File: config.mk
export PLATFORM = sky130hd
export DESIGN_NAME = db_log_pipe
export DESIGN_NICKNAME = d
export VERILOG_FILES = /design/src/rtl/db_log_pkg.sv /design/src/rtl/db_lzc.sv /design/src/rtl/db_log_pipe.sv
export SDC_FILE = /design/constraint.sdc
export NUM_CORES = 2
export LEC_CHECK = 0
export BUFFER_PORTS_ARGS = -buffer_cell sky130_fd_sc_hd__clkbuf_2
export CAP_MARGIN = 20
export CORE_MARGIN = 2
export CORE_UTILIZATION = 31
export CTS_CLUSTER_DIAMETER = 30
export DETAILED_ROUTE_END_ITERATION = 12
export PLACE_DENSITY_LB_ADDON = 0.1
export SKIP_CTS_REPAIR_TIMING = 1
export SLEW_MARGIN = 40
export SYNTH_ARGS = -nofsm -noshare
export SYNTH_HDL_FRONTEND = slang
export SYNTH_SLANG_ARGS = --single-unit
export TNS_END_PERCENT = 30
File: constraint.sdc
create_clock -name clk -period 17.7 [get_ports clk]
set_input_delay 0.885 -clock clk [delete_from_list [all_inputs] [get_ports clk]]
set_output_delay 0.885 -clock clk [all_outputs]
set_load 0.01 [all_outputs]
File: src/rtl/db_log_pkg.sv
// Shared types and constants for the pipelined dB converter.
// The log2 mantissa table is built by a constant function during elaboration.
package db_log_pkg;

  typedef enum logic {DB_PWR = 1'b0, DB_AMP = 1'b1} db_mode_e;

  // dB-per-octave scale factors, unsigned with K_FRAC fractional bits
  localparam int K_FRAC = 28;
  localparam int K_W    = 32;
  localparam logic [K_W-1:0] K10_Q = 32'd808071242;   // 10*log10(2)
  localparam logic [K_W-1:0] K20_Q = 32'd1616142483;  // 20*log10(2)

  // Entry idx of a (2^lut_addr + 1)-entry table of log2(1 + idx/2^lut_addr),
  // frac_bits fractional bits, computed by repeated squaring in Q2.62.
  function automatic logic [63:0] build_log2_lut(input int lut_addr, input int idx,
                                                 input int frac_bits);
    logic [127:0] y;
    logic [63:0]  res;
    res = '0;
    if (idx >= (1 << lut_addr)) begin
      res = 64'(1) << frac_bits;
    end else begin
      y = (128'(1) << 62) + (128'(idx) << (62 - lut_addr));
      for (int b = 0; b < frac_bits; b++) begin
        y   = (y * y) >> 62;
        res = res << 1;
        if (y >= (128'(1) << 63)) begin
          res[0] = 1'b1;
          y      = y >> 1;
        end
      end
    end
    return res;
  endfunction

endpackage

File: src/rtl/db_lzc.sv
// Combinational leading-zero counter with an all-zero flag.
module db_lzc #(
  parameter int WIDTH = 32
) (
  input  logic [WIDTH-1:0]         data_i,
  output logic [$clog2(WIDTH)-1:0] lz_cnt_o,
  output logic                     zero_o
);

  localparam int CW = $clog2(WIDTH);

  // Highest set bit wins because it is visited last.
  always_comb begin
    lz_cnt_o = '0;
    zero_o   = 1'b1;
    for (int i = 0; i < WIDTH; i++) begin
      if (data_i[i]) begin
        lz_cnt_o = CW'(WIDTH - 1 - i);
        zero_o   = 1'b0;
      end
    end
  end

endmodule

File: src/rtl/db_log_pipe.sv
// Four-stage streaming converter from unsigned power/amplitude to signed dB,
// with channel tag, valid/ready backpressure and saturation flags.
module db_log_pipe
  import db_log_pkg::*;
#(
  parameter int WIDTH    = 32,
  parameter int IN_FRAC  = 0,
  parameter int OUT_W    = 32,
  parameter int OUT_FRAC = 24,
  parameter int LUT_ADDR = 6,
  parameter int NCH      = 4,
  localparam int CH_W    = (NCH > 1) ? $clog2(NCH) : 1
) (
  input  logic             clk,
  input  logic             rstn,
  input  logic             enable_in,
  output logic             ready_out,
  input  logic [WIDTH-1:0] data_in,
  input  logic [CH_W-1:0]  chan_in,
  input  logic             mode_in,
  output logic             valid_out,
  input  logic             ready_in,
  output logic [OUT_W-1:0] log_out,
  output logic [CH_W-1:0]  chan_out,
  output logic             zero_out,
  output logic             sat_out
);

  localparam int FB    = OUT_FRAC + 4;
  localparam int LW    = FB + 1;
  localparam int LUT_N = (1 << LUT_ADDR) + 1;
  localparam int IW    = ((WIDTH - 1 - LUT_ADDR) > 16) ? 16 : (WIDTH - 1 - LUT_ADDR);
  localparam int CW    = $clog2(WIDTH);
  localparam int EW    = $clog2(WIDTH + IN_FRAC + 1) + 1;
  localparam int L2_W  = EW + FB + 1;
  localparam int PW    = L2_W + K_W + 1;
  localparam int SH    = FB + K_FRAC - OUT_FRAC;
  localparam int E_OFF = WIDTH - 1 - IN_FRAC;

  localparam logic signed [PW-1:0] RND_HALF = {{(PW-SH){1'b0}}, 1'b1, {(SH-1){1'b0}}};
  localparam logic signed [PW-1:0] OMAX     = PW'({1'b0, {(OUT_W-1){1'b1}}});
  localparam logic signed [PW-1:0] OMIN     = ~OMAX;
  localparam logic [OUT_W-1:0]     MOST_NEG = {1'b1, {(OUT_W-1){1'b0}}};

  logic advance;
  assign advance   = ~valid_out | ready_in;
  assign ready_out = advance;

  logic [LW-1:0] lut [LUT_N];
  for (genvar gi = 0; gi < LUT_N; gi++) begin : g_lut
    localparam logic [63:0] ENTRY = build_log2_lut(LUT_ADDR, gi, FB);
    assign lut[gi] = ENTRY[LW-1:0];
  end

  logic                           s1_vld_q, s2_vld_q, s3_vld_q;
  logic [WIDTH-1:0]               s1_data_q;
  logic [CH_W-1:0]                s1_chan_q, s2_chan_q, s3_chan_q;
  db_mode_e                       s1_mode_q, s2_mode_q, s3_mode_q;
  logic                           s2_zero_q, s3_zero_q;
  logic signed [EW-1:0]           s2_exp_q;
  logic [LUT_ADDR+IW-1:0]         s2_frac_q;
  logic signed [L2_W-1:0]         s3_l2_q;
  logic                           valid_q, zero_q, sat_q;
  logic [OUT_W-1:0]               log_q;
  logic [CH_W-1:0]                chan_q;

  // S2: normalise so the leading one sits at the top bit.
  logic [CW-1:0]          lz_cnt;
  logic                   lz_zero;
  logic [WIDTH-1:0]       norm;
  logic signed [EW-1:0]   exp_d;
  logic [LUT_ADDR+IW-1:0] frac_d;

  db_lzc #(.WIDTH(WIDTH)) u_lzc (
    .data_i   (s1_data_q),
    .lz_cnt_o (lz_cnt),
    .zero_o   (lz_zero)
  );

  assign norm   = s1_data_q << lz_cnt;
  assign exp_d  = EW'(E_OFF) - EW'(lz_cnt);
  assign frac_d = norm[WIDTH-2 -: (LUT_ADDR + IW)];

  // S3: table lookup with linear interpolation on the remaining fraction bits.
  logic [LUT_ADDR:0]      idx_lo, idx_hi;
  logic [IW-1:0]          t_frac;
  logic [LW-1:0]          lut_lo, lut_hi, frac_l2;
  logic [LW+IW-1:0]       prod_it;
  logic signed [L2_W-1:0] l2_d;

  assign idx_lo  = {1'b0, s2_frac_q[LUT_ADDR+IW-1 -: LUT_ADDR]};
  assign idx_hi  = idx_lo + 1'b1;
  assign t_frac  = s2_frac_q[IW-1:0];
  assign lut_lo  = lut[idx_lo];
  assign lut_hi  = lut[idx_hi];
  assign prod_it = (LW+IW)'(lut_hi - lut_lo) * (LW+IW)'(t_frac);
  assign frac_l2 = lut_lo + prod_it[IW +: LW];
  assign l2_d    = (L2_W'(s2_exp_q) <<< FB) + $signed(L2_W'(frac_l2));

  logic unused_bits;
  assign unused_bits = ^{norm << (LUT_ADDR + IW + 1), prod_it[IW-1:0]};

  // S4: scale to dB, round half-up, clip to the output range.
  logic [K_W-1:0]       k_sel;
  logic signed [PW-1:0] prod, rnd, scaled;
  logic [OUT_W-1:0]     log_d;
  logic                 zero_d, sat_d;

  assign k_sel  = (s3_mode_q == DB_AMP) ? K20_Q : K10_Q;
  assign prod   = PW'(s3_l2_q) * PW'($signed({1'b0, k_sel}));
  assign rnd    = prod + RND_HALF;
  assign scaled = rnd >>> SH;

  always_comb begin
    log_d  = scaled[OUT_W-1:0];
    zero_d = 1'b0;
    sat_d  = 1'b0;
    if (s3_zero_q) begin
      log_d  = MOST_NEG;
      zero_d = 1'b1;
    end else if (scaled > OMAX) begin
      log_d = OMAX[OUT_W-1:0];
      sat_d = 1'b1;
    end else if (scaled < OMIN) begin
      log_d = OMIN[OUT_W-1:0];
      sat_d = 1'b1;
    end
  end

  always_ff @(posedge clk or negedge rstn) begin
    if (!rstn) begin
      s1_vld_q  <= 1'b0;  s1_data_q <= '0;  s1_chan_q <= '0;  s1_mode_q <= DB_PWR;
      s2_vld_q  <= 1'b0;  s2_zero_q <= 1'b0; s2_exp_q <= '0;  s2_frac_q <= '0;
      s2_chan_q <= '0;    s2_mode_q <= DB_PWR;
      s3_vld_q  <= 1'b0;  s3_zero_q <= 1'b0; s3_l2_q  <= '0;  s3_chan_q <= '0;
      s3_mode_q <= DB_PWR;
      valid_q   <= 1'b0;  log_q     <= '0;  chan_q    <= '0;  zero_q    <= 1'b0;
      sat_q     <= 1'b0;
    end else if (advance) begin
      s1_vld_q  <= enable_in;
      s1_data_q <= data_in;
      s1_chan_q <= chan_in;
      s1_mode_q <= db_mode_e'(mode_in);
      s2_vld_q  <= s1_vld_q;
      s2_zero_q <= lz_zero;
      s2_exp_q  <= exp_d;
      s2_frac_q <= frac_d;
      s2_chan_q <= s1_chan_q;
      s2_mode_q <= s1_mode_q;
      s3_vld_q  <= s2_vld_q;
      s3_zero_q <= s2_zero_q;
      s3_l2_q   <= l2_d;
      s3_chan_q <= s2_chan_q;
      s3_mode_q <= s2_mode_q;
      valid_q   <= s3_vld_q;
      log_q     <= log_d;
      chan_q    <= s3_chan_q;
      zero_q    <= zero_d;
      sat_q     <= sat_d;
    end
  end

  assign valid_out = valid_q;
  assign log_out   = log_q;
  assign chan_out  = chan_q;
  assign zero_out  = zero_q;
  assign sat_out   = sat_q;

endmodule
## After elaboration in Yosys (flattened, before gate mapping)

Memory sizes are Yosys's and may differ from the RTL's.
Index checks and enable logic that the tools add are counted.

| operators by class | value |
|---|---|
| equality and inequality tests | 0 |
| $lt $le $gt $ge | 4 |
| shift operators | 1 |
| add/subtract/negate cells | 6 |
| bitwise logic cells | 4 |
| multiply operators | 2 |
| reduce and logical (&&, ||, !) cells | 0 |
| muxes and demuxes | 76 |
| divide/modulo/power cells | 0 |

Operator list:

| cell | number |
|---|---|
| two-way mux 5 bit | 32 |
| two-way mux 29 bit | 4 |
| two-way mux 32 bit | 3 |
| adder 68 x 33 -> 69 bit (second input constant) | 1 |
| multiplier 36 x 32 -> 68 bit | 1 |
| multiplier 30 x 17 -> 45 bit | 1 |
| > comparator 37 x 32 -> 1 bit (second input constant) | 1 |
| less-than comparator 37 x 32 -> 1 bit (second input constant) | 1 |
| two-way mux 1 bit | 36 |
| adder 34 x 30 -> 35 bit | 1 |
| left shift 32 x 5 -> 31 bit | 1 |
| two-way mux 31 bit | 1 |
| subtractor 29 x 29 -> 30 bit | 1 |
| adder 29 bit | 1 |
| >= comparator 8 bit (second input constant) | 2 |
| inverter 6 -> 8 bit | 1 |
| inverter 7 -> 8 bit | 1 |
| adder 6 x 1 -> 7 bit (second input constant) | 1 |
| subtractor 5 x 5 -> 6 bit (first input constant) | 1 |
| inverter 1 bit | 1 |
| bitwise OR 1 bit | 1 |

| word-level totals | value |
|---|---|
| flip-flop bits (word level) | 147 |
| bits of input ports | 39 |
| bits in latches | 0 |
| bits in writable memories | 0 |
| memories kept | 2 |
| ROM bits | 7,424 |
| output and inout port bits | 38 |
| logic and storage cells | 115 |

Memories:

| name | words | width | rd ports | clocked after Yosys merged registers in | write ports | line | text |
|---|---|---|---|---|---|---|---|
| (no name shown) | 128 | 29 | 1 | 0 | 0 | db_log_pipe.sv:95 | `assign lut_hi = lut[idx_hi];` |
| (no name shown) | 128 | 29 | 1 | 0 | 0 | db_log_pipe.sv:94 | `assign lut_lo = lut[idx_lo];` |

## Longest topological paths before layout

| logic depth | value |
|---|---|
| word-level depth | 33 |
| gate-level depth with buffers | 67 |
| depth with buffers taken out | 63 |

## Modules after synthesis

A second synthesis with hierarchy kept.

| unflattened totals | value |
|---|---|
| cells, all modules | 6,312 |
| area, all modules | 52,774.4 µm² |

By module, submodules not included:

| module | cells an instance | area each (µm²) | instances | sequential area each (µm²) |
|---|---|---|---|---|
| db_log_pipe | 6,245 | 52,402.8 | 1 | 3,603.5 |
| db_lzc | 67 | 371.6 | 1 | 0.0 |

## Worst setup path after synthesis

OpenSTA, ideal clock, no wires.

| timing path | value |
|---|---|
| path type | register to register |
| start point | register s2_frac_q[18] |
| end point | register s3_l2_q[32] |
| clock period less this slack | 13.510 ns |
| setup slack | 4.190 ns |
| arrival | 13.375 ns |
| buffers on the path | 6 |
| setup time | 0.136 ns |
| cell stages (with the launch flop) | 65 |
| required time | 17.564 ns |
| path through | dfrtp_1 > inv_1 > clkbuf_1 > buf_1 > ha_1 > clkbuf_1 > clkbuf_1 > buf_1 > nor2_1 > nor3_1 > a211oi_1 > a311oi_1 > o21ai_1 > ha_1 > fa_1 > nor2b_1 > o21ai_1 > a21boi_1 > (+29 left out) > ha_1 > a21o_1 > a211o_1 > or2_0 > a21oi_1 > o21ai_1 > nor3_1 > o31ai_1 > o21ai_0 > nand2b_1 > a21oi_1 > o21ai_0 > xnor2_1 > ha_1 > ha_1 > nand3_1 > xor2_1 > o21ai_0 |

| on the way | value |
|---|---|
| cells in the longest elaborated chain, start to end | 9 |
| elaborated cells on any way between the ends | 13 |
| classes of those cells | add/sub (4); mul (1); mux (4); bitwise (2); memory (2) |

RTL lines:

| what | line | text |
|---|---|---|
| from (decl) | db_log_pipe.sv:61 | `logic [LUT_ADDR+IW-1:0] s2_frac_q;` |
| from (signal assigned) | db_log_pipe.sv:147 | `s2_frac_q <= frac_d;` |
| adder 6 x 1 -> 7 bit | db_log_pipe.sv:92 | `assign idx_hi = idx_lo + 1'b1;` |
| inverter 7 -> 8 bit (implied by the code) | db_log_pipe.sv:95 |  |
| memory read (128 x 29 bit) | - |  |
| two-way mux 29 bit (implied by the code) (2 in a row) | db_log_pipe.sv:95 |  |
| subtractor 29 x 29 -> 30 bit | db_log_pipe.sv:96 | `assign prod_it = (LW+IW)'(lut_hi - lut_lo) * (LW+IW)'(t_frac);` |
| multiplier 30 x 17 -> 45 bit | db_log_pipe.sv:96 |  |
| adder 29 bit * | db_log_pipe.sv:97 | `assign frac_l2 = lut_lo + prod_it[IW +: LW];` |
| adder 34 x 30 -> 35 bit * | db_log_pipe.sv:98 | `assign l2_d = (L2_W'(s2_exp_q) <<< FB) + $signed(L2_W'(frac_l2));` |
| to (signal assigned) | db_log_pipe.sv:152 | `s3_l2_q <= l2_d;` |
| to (decl) | db_log_pipe.sv:62 | `logic signed [L2_W-1:0] s3_l2_q;` |

Every way passes the cells marked *; elsewhere a longest branch is shown, timed or not. The select of a mux whose other input is x is not followed.
A chain may end at the register's enable or synchronous reset.

## Worst setup path after layout

| timing path | value |
|---|---|
| start point | register s2_frac_q[16] |
| end point | register s3_l2_q[32] |

Same word-level chain as after synthesis.

==> flow_summary.yaml <==
run_status:
  outcome: "completed"
grt:
  grt_max_degree: 86
  overflow: 0
  grt_util_met1: 0.301
  antenna_found_initial: 3
  globalRouteMet2Util: 0.341
  grt_pass1_vias: 43200
  grt-busiest-layer: "met2"
  grt_util_met3: 0.0151
  grt_use_total: 0.209
  grt_pass1_wl_um: 274000
flow_run:
  drv_cap: 0
clocking:
  cts_tree: "done"
  cts_made_buffers: 17
  worstSkewPairLatency_ps: 500
  htree_levels: 4
  cts.clk_slew.worst_paths_ps: 80
  clock_sinks: 144
  clock_path_buffers: 2
  clockRootBuffer: "clkbuf_16"
cells_and_area:
  final_common_cell: "inv_1"
  antenna_cells: 0
  final_nets: 7924
  layout_common_cells: "inv_1, fa_1, nand2_1"
  area_growth_pct: 7.13
  layout-drive-gt1-share: 0.0442
  final_area_mm2: 0.0561
  final_util: 0.335
synth:
  ys_async_sr_fraction: 1.00
  synth_top_flop_cell: "dfrtp_1"
  synth_seq_cells: 144
  yosysWarnings: 0
  yosys.area.top_type: "fa_1"
  avgSynthCellArea_um2: 8.29
  ys_seq_area_frac: 0.0688
  netlist_area_mm2: 0.0524
  netlist.area_leader.share: 0.333
  synth-edff-count: 0
  synth.area.top_cells: "fa_1, ha_1, inv_1"
  yosysUniqueCellTypes: 94
  synth_cells: 6314
sta:
  setup_slack_ps: 2810
  period_minus_slack_ps: 14890
  rsz0062_at_grt: "false"
  finalSetupTns_ps: 0
  hold_viol_final: 0
  worst_slew_pin_slew_ps: 816
  finalSetupViolations: 0
  fin_crit_sh: 0.841
  fin_skew_ps: 23.9
  slew_headroom: 0.450
  max_freq_mhz: 67.2
  drv_slew: 0
setup_path:
  startpoint_type: "register"
  rr_endpoint: "s3_l2_q[32]"
  critical_path.max_stage_delay_ps: 630
  rr_worst_depth: 60
  cp_slowest_cell: "dfrtp_1"
  worst_path_most_repeated_cell: "fa_1"
  path_class: "reg2reg"
  crit_required_ps: 18040
  crit_fanout: 49
  worstPathArrival_ps: 15230
  reg2reg_from: "s2_frac_q[16]"
  end_kind: "register"
  reg2reg_slack_ps: 2810
floorplan:
  fp.dieW_um: 415
  die_h_um: 415
  placementRows: 150
  die_area_mm2: 0.172
  io_pins: 77
  core_mm2: 0.167
  initial_core_util: 0.313
drt:
  drc: 0
  totalWireLength_um: 180000
  drt_pass1_iterations: 6
  vias_per_cell: 4.90
  drt_iter0_markers: 2760
  postRouteAntennaNets: 0
  wl_per_cell_um: 21.2
  vias: 41600
placement:
  place_area_mm2: 0.0555
  pre_cts_ws_ps: 2940
  io_buffers: 76
  finalWeightedCongestion: 0.950
  hpwl_um: 148000
worst_hold_path:
  min_path_type: "in2async"
[synthesized netlist by cell type, types with 17 or more instances]
cell type     n
xnor2_1      83
dfrtp_1     144
nand3_1      63
nor2b_1      44
buf_1        20
o21a_1       30
fa_1        871
mux2i_1      58
nor2_1      265
o311ai_0     28
clkbuf_1    262
a311oi_1     18
a31oi_1      36
nand2b_1     63
a211oi_1     47
o21ai_1      25
o22ai_1      26
o21bai_1     17
o211ai_1     28
o21ai_0     198
nor3_1       79
xor2_1       39
and3_1       22
a21o_1       48
a22o_1       34
nand2_1     771
and2_1      208
inv_1      1550
a21oi_1     265
ha_1        743
[sequential cells by signal (all words and copies together) (netlist names), 2 cells and up]
signal and cells:
s2_exp_q 5, chan_out 2, s2_chan_q 2, s3_l2_q 34, log_out 32, s1_chan_q 2, s3_chan_q 2, s1_data_q 32
s2_frac_q 22
[cell families after synthesis]
group / after synthesis / synth area share
other: 2 / 0.000143
xor gates and xnor gates: 122 / 0.0204
adders and majority gates: 1614 / 0.510
DFF: 144 / 0.0688
AOI/OAI and AO/OA: 928 / 0.115
and+or+nand+nor: 1584 / 0.138
buffers and inverters: 1855 / 0.134
muxes: 65 / 0.0137
[how the worst max path moves through the flow]
stage                        startpoint           to  slack, ps
after floorplan           s2_frac_q[18]  s3_l2_q[32]       4190
after global placement    s2_frac_q[16]  s3_l2_q[32]       2910
after detailed placement  s2_frac_q[16]  s3_l2_q[32]       2940
after CTS                 s2_frac_q[16]  s3_l2_q[32]       2860
after global routing      s2_frac_q[16]  s3_l2_q[32]       1630
final                     s2_frac_q[16]  s3_l2_q[32]       2810
[routing by layer]
layer	part of all wire	routed length, µm	up-vias
li1	-	-	19500
met1	0.48	85600	21000
met2	0.46	83300	962
met3	0.038	6830	170
met4	0.022	3890	2
met5	0.000072	13	-
[area by class of cell]
| class | count | area (µm²) |
|---|---|---|
| Timing Repair Buffer | 172 | 1140 |
| Clock buffer | 17 | 425 |
| Clock inverter | 15 | 190 |
| Sequential cell | 144 | 3620 |
| Multi-Input combinational cell | 4380 | 42100 |
| Fill cell | 18100 | 111000 |
| Tap cell | 2204 | 2760 |
| Inverter | 1556 | 5840 |
[worst max-delay path: cells and delay by family, from the launching register on]
kind / cells / cell delay, ps
buf+inv: 6 / 1420
flops: 1 / 630
compound gates: 24 / 4630
fa+ha+maj: 12 / 4780
simple gates: 14 / 2610
xor+xnor: 4 / 580
[per-stage QoR]
step | cells | hold slack [ps]
6_report | 8488 | 399
5_1_grt | 8488 | 433
4_1_cts | 8488 | 394
3_5_place_dp | 8456 | 448
3_3_place_gp | 8454 | 441
2_1_floorplan | 6379 | 430
Power is not shown: default switching activity piles up to over one toggle a cycle in this logic, so the estimate is an artifact.
